### config.mk
export PLATFORM = sky130hd
export DESIGN_NAME = bin2bcd_seq
export DESIGN_NICKNAME = d
export VERILOG_FILES = /design/src/rtl/bin2bcd_seq.sv
export SDC_FILE = /design/constraint.sdc
export NUM_CORES = 1
export LEC_CHECK = 0
export ABC_AREA = 1
export CORE_MARGIN = 2
export CORE_UTILIZATION = 29
export CTS_BUF_LIST = sky130_fd_sc_hd__clkbuf_4 sky130_fd_sc_hd__clkbuf_8 sky130_fd_sc_hd__clkbuf_16
export DETAILED_ROUTE_END_ITERATION = 7
export GPL_ROUTABILITY_DRIVEN = 0
export PLACE_DENSITY = 0.47
export SETUP_SLACK_MARGIN = 0.3
export SLEW_MARGIN = 15
export SYNTH_ARGS = -nofsm -noshare
export SYNTH_HDL_FRONTEND = slang
export SYNTH_SLANG_ARGS = --single-unit
export TNS_END_PERCENT = 1
### constraint.sdc
create_clock -name clk -period 3.4 [get_ports clk]
set_input_delay 0.34 -clock clk [delete_from_list [all_inputs] [get_ports clk]]
set_output_delay 0.34 -clock clk [all_outputs]
set_load 0.005 [all_outputs]
### src/rtl/bin2bcd_seq.sv
// Sequential double-dabble binary-to-BCD converter with valid/ready on both sides.
// Optional overflow flag output is enabled by defining BIN2BCD_OVF_EN.
module bin2bcd_seq #(
   parameter int BIN_W  = 8,
   parameter int DIGITS = 3
) (
   input  logic                  clk,
   input  logic                  rst_n,
   input  logic                  in_valid,
   output logic                  in_ready,
   input  logic [BIN_W-1:0]      bin_in,
   output logic                  out_valid,
   input  logic                  out_ready,
   output logic [4*DIGITS-1:0]   bcd_out,
`ifdef BIN2BCD_OVF_EN
   output logic                  ovf,
`endif
   output logic                  busy
);

   localparam int BW = 4 * DIGITS;
   localparam int CW = (BIN_W > 1) ? $clog2(BIN_W) : 1;

   typedef enum logic [1:0] {IDLE, SHIFT, DONE} state_t;

   state_t              state_q, state_d;
   logic [BIN_W-1:0]    binShift_q, binShift_d;
   logic [BW-1:0]       bcdWork_q, bcdWork_d;
   logic [BW-1:0]       bcdOut_q, bcdOut_d;
   logic [CW-1:0]       cnt_q, cnt_d;
   logic [BW-1:0]       adjusted;
   logic [BW+BIN_W-1:0] shiftAll;
   logic                lastIter;

   assign lastIter = (cnt_q == CW'(BIN_W - 1));

   // Add-3 correction per digit, then one combined left shift; top bits fall off.
   always_comb begin
      adjusted = bcdWork_q;
      for (int i = 0; i < DIGITS; i++) begin
         if (bcdWork_q[4*i +: 4] >= 4'd5) begin
            adjusted[4*i +: 4] = bcdWork_q[4*i +: 4] + 4'd3;
         end
      end
      shiftAll = {adjusted, binShift_q} << 1;
   end

   always_ff @(posedge clk) begin
      if (!rst_n) begin
         state_q <= IDLE;
      end else begin
         state_q <= state_d;
      end
   end

   always_comb begin
      state_d = state_q;
      case (state_q)
         IDLE:    if (in_valid)  state_d = SHIFT;
         SHIFT:   if (lastIter)  state_d = DONE;
         DONE:    if (out_ready) state_d = IDLE;
         default: state_d = IDLE;
      endcase
   end

   always_comb begin
      in_ready  = (state_q == IDLE);
      busy      = (state_q == SHIFT);
      out_valid = (state_q == DONE);
      bcd_out   = bcdOut_q;
   end

   always_comb begin
      binShift_d = binShift_q;
      bcdWork_d  = bcdWork_q;
      bcdOut_d   = bcdOut_q;
      cnt_d      = cnt_q;
      case (state_q)
         IDLE: begin
            if (in_valid) begin
               binShift_d = bin_in;
               bcdWork_d  = '0;
               cnt_d      = '0;
            end
         end
         SHIFT: begin
            binShift_d = shiftAll[BIN_W-1:0];
            bcdWork_d  = shiftAll[BW+BIN_W-1:BIN_W];
            cnt_d      = cnt_q + CW'(1);
            if (lastIter) begin
               bcdOut_d = shiftAll[BW+BIN_W-1:BIN_W];
            end
         end
         default: ;
      endcase
   end

   always_ff @(posedge clk) begin
      if (!rst_n) begin
         binShift_q <= '0;
         bcdWork_q  <= '0;
         bcdOut_q   <= '0;
         cnt_q      <= '0;
      end else begin
         binShift_q <= binShift_d;
         bcdWork_q  <= bcdWork_d;
         bcdOut_q   <= bcdOut_d;
         cnt_q      <= cnt_d;
      end
   end

`ifdef BIN2BCD_OVF_EN
   function automatic logic [63:0] pow10(input int n);
      logic [63:0] p;
      p = 64'd1;
      for (int i = 0; i < n; i++) begin
         p = p * 64'd10;
      end
      return p;
   endfunction

   localparam logic [63:0] MAX_VAL = pow10(DIGITS) - 64'd1;

   logic ovfPend_q, ovfPend_d;
   logic ovf_q, ovf_d;
   logic tooBig;

   assign tooBig = (64'(bin_in) > MAX_VAL);

   // Flag is latched at accept, then published alongside bcd_out on DONE entry.
   always_comb begin
      ovfPend_d = ovfPend_q;
      ovf_d     = ovf_q;
      if (state_q == IDLE && in_valid)   ovfPend_d = tooBig;
      if (state_q == SHIFT && lastIter)  ovf_d     = ovfPend_q;
      if (state_q == DONE && out_ready)  ovf_d     = 1'b0;
   end

   always_ff @(posedge clk) begin
      if (!rst_n) begin
         ovfPend_q <= 1'b0;
         ovf_q     <= 1'b0;
      end else begin
         ovfPend_q <= ovfPend_d;
         ovf_q     <= ovf_d;
      end
   end

   assign ovf = ovf_q;
`endif

endmodule

==> flow_summary.json <==
{
  "status": "complete, no violations",
  "final_cell_area_sq_um": 2181,
  "seq_power_share": 0.524,
  "antenna_found_initial": 0,
  "switching_share": 0.2340,
  "final_cells": 341,
  "worstSetupStartpointType": "flip-flop",
  "grt_usage": 0.1314,
  "total_power_uw": 858.6,
  "hpwl_um": 2691,
  "hp-start": "cnt_q[0]",
  "cts_tree": "done",
  "grt_util_met1": 0.1700,
  "postCtsResizedCells": 0,
  "synth_fp_nets": 259,
  "path_cells": "nand2_2 > inv_2 > clkdlybuf4s50_1",
  "synth.distinct_cells": 22,
  "areaGrowthSynthToFinish_pct": 24.32,
  "power_frac_comb": 0.076,
  "fin_crit_sh": 0.6341,
  "start_util": 0.2980,
  "skew_ns": 0.009315,
  "core_sq_um": 5886,
  "leakage_nw": 0.8978,
  "grt_first_pass_wirelength_um": 6844,
  "finalHoldViolCount": 0,
  "tns_ns": 0,
  "busiest_layer": "met2",
  "cts_buffers": 5,
  "ys_ff_latch": 37,
  "synth_top_area_share": 0.4223,
  "clock_path_buffers": 2,
  "intPower_uw": 657.6,
  "first_global_vias": 1488,
  "r2r_end": "bcd_out[7]",
  "vias": 1558,
  "grtUsageMet3": 0.03187,
  "peakVddDrop_uv": 214.4,
  "clk_pin_slew_worst_paths_ns": 0.08,
  "cp.required_ns": 3.06,
  "crit_path_max_fanout": 23,
  "power_density_nw_per_um2": 393.7,
  "rsz0062_at_grt": "false",
  "ys_seq_area_frac": 0.4223,
  "r2r_start": "cnt_q[0]",
  "die_w_um": 81.78,
  "min_to": "cnt_q[0]",
  "p_clk_frac": 0.399,
  "ctsHoldBuffers": 0,
  "postCtsSetupRepairBufs": 0,
  "clock_latency_ns": 0.28,
  "drive_above_1_share": 0.07519,
  "dieArea_sq_um": 6687,
  "cp-end-kind": "output port",
  "nNetsFinal": 285,
  "finalMaxSlewViolations": 0,
  "clockRootBuffer": "clkbuf_8",
  "clock_sinks": 37,
  "synth_area_sq_um": 1754,
  "die_h_um": 81.78,
  "portBuffers": 26,
  "n_fill_cell": 663,
  "netSwitchingPower_uw": 200.9,
  "setup_viol": 0,
  "initialDrtViolationCount": 80,
  "crit_slowest_cell": "clkdlybuf4s50_1",
  "holdCritPathClass": "reg2reg",
  "fmax_ghz": 0.4639,
  "worst_slew_pin_slew_ns": 0.7812,
  "cap_viol_max_count": 0,
  "holdPathStages": 1,
  "placed_area_sq_um": 2079,
  "htree_levels": 2,
  "design.portCount": 27,
  "n_antenna_cell": 0,
  "relSlewSlack": 0.4786,
  "placedCellCount": 333,
  "viasPerCell": 4.569,
  "synthCells": 239,
  "slowest_delay_ns": 0.58,
  "worst-r2r-cell-count": 8,
  "drc": 0,
  "final_cell_mix": "62 x nand2_1, 37 x dfxtp_1, 28 x a21oi_1",
  "fin_crit_ns": 2.156,
  "grt_use_met2": 0.2154,
  "drt-pass1-iter-count": 4,
  "num_rows": 28,
  "avgRoutedWirePerCell_um": 11.61,
  "crit_type": "reg2out",
  "synth_top_area_cell": "dfxtp_1",
  "yosys_warnings": 0,
  "avgSynthCellArea_sq_um": 7.340,
  "ys_top_cells_by_area": "dfxtp_1 42%, nand2_1 13%, a21oi_1 8.0%",
  "wirelength_um": 3960,
  "final_common_cell": "nand2_1",
  "grt_start_max_net_pins": 26,
  "r2r_slack_ns": 1.86,
  "drtAntennaViolNets": 0,
  "overflow": 0,
  "arrival_ns": 1.82
}
## critical path: cells and delay by family (launching register included)
kind | cells | cell delay, ns
buffers and inverters | 2 | 0.94
flip-flops | 1 | 0.43
AND/OR/NAND/NOR | 1 | 0.16
## cell families after synthesis
kind of cell	share of synthesized area
buffers and inverters	0.08488
adder cells (fa/ha/maj)	0.05706
multiplexers	0.005706
AO/OA/AOI/OAI	0.1904
AND/OR/NAND/NOR	0.2397
flip-flops	0.4223
## layout make-up
cell class	instances	area, sq um	share of cell area
Multi-Input combinational cell	165	864.6	0.3964
Clock inverter	1	5.005	0.002295
Sequential cell	37	740.7	0.3396
Timing Repair Buffer	28	275.3	0.1262
Inverter	28	105.1	0.04819
Clock buffer	7	96.34	0.04418
Tap cell	75	93.84	0.04303
## per-stage QoR
step           worst slack (ns)    util  hold WS (ns)
2_1_floorplan             2.132       -        0.4290
3_3_place_gp              1.434  0.3533        0.4462
3_5_place_dp              1.400  0.3533        0.4506
4_1_cts                   1.223  0.3705        0.4639
5_1_grt                   1.134  0.3705        0.4807
6_report                  1.244  0.3705        0.4628
## worst max-delay path by stage
stage | start | to | slack, ns | cells after the start
floorplan | cnt_q[0] | bcd_out[9] | 2.13 | 8
global placement | rst_n | state_q[0] | 1.43 | 3
detailed placement | rst_n | state_q[0] | 1.40 | 3
CTS | state_q[0] | busy | 1.22 | 3
global route | state_q[0] | busy | 1.13 | 3
finish | state_q[0] | busy | 1.24 | 3
## synth_stat cells
cell type	count
nand2_1	62
dfxtp_1	37
a21oi_1	28
inv_1	27
nand3_1	14
o21ai_0	12
ha_1	8
nor2_1	8
o211ai_1	7
or2_2	7
nand4_1	6
a21o_1	5
buf_2	5
clkbuf_1	3
o21a_1	3
a211oi_1	1
buf_4	1
inv_2	1
mux2i_1	1
nand2_2	1
o21ai_1	1
o21ai_2	1
## layer usage
layer / share of wire / vias to the layer above
li1: - / 836
met2: 0.43 / 26
met4: 0.011 / 0
met5: 0 / -
met1: 0.52 / 691
met3: 0.034 / 5
## flip-flops by register name, indices dropped and copies added (netlist names)
signal,count
cnt_q,3
state_q,2
bcdWork_q,12
binShift_q,8
bcd_out,12
## power by group through the flow
stage | Combinational (mW) | Clock, mW | Sequential, mW
5_1_grt | 0.0735 | 0.373 | 0.451
3_5_place_dp | 0.0665 | 0 | 0.460
6_report | 0.0655 | 0.343 | 0.450
4_1_cts | 0.0667 | 0.356 | 0.450
3_3_place_gp | 0.0668 | 0 | 0.460
2_1_floorplan | 0.0409 | 0 | 0.459
Power figures use the tool's default switching activity.
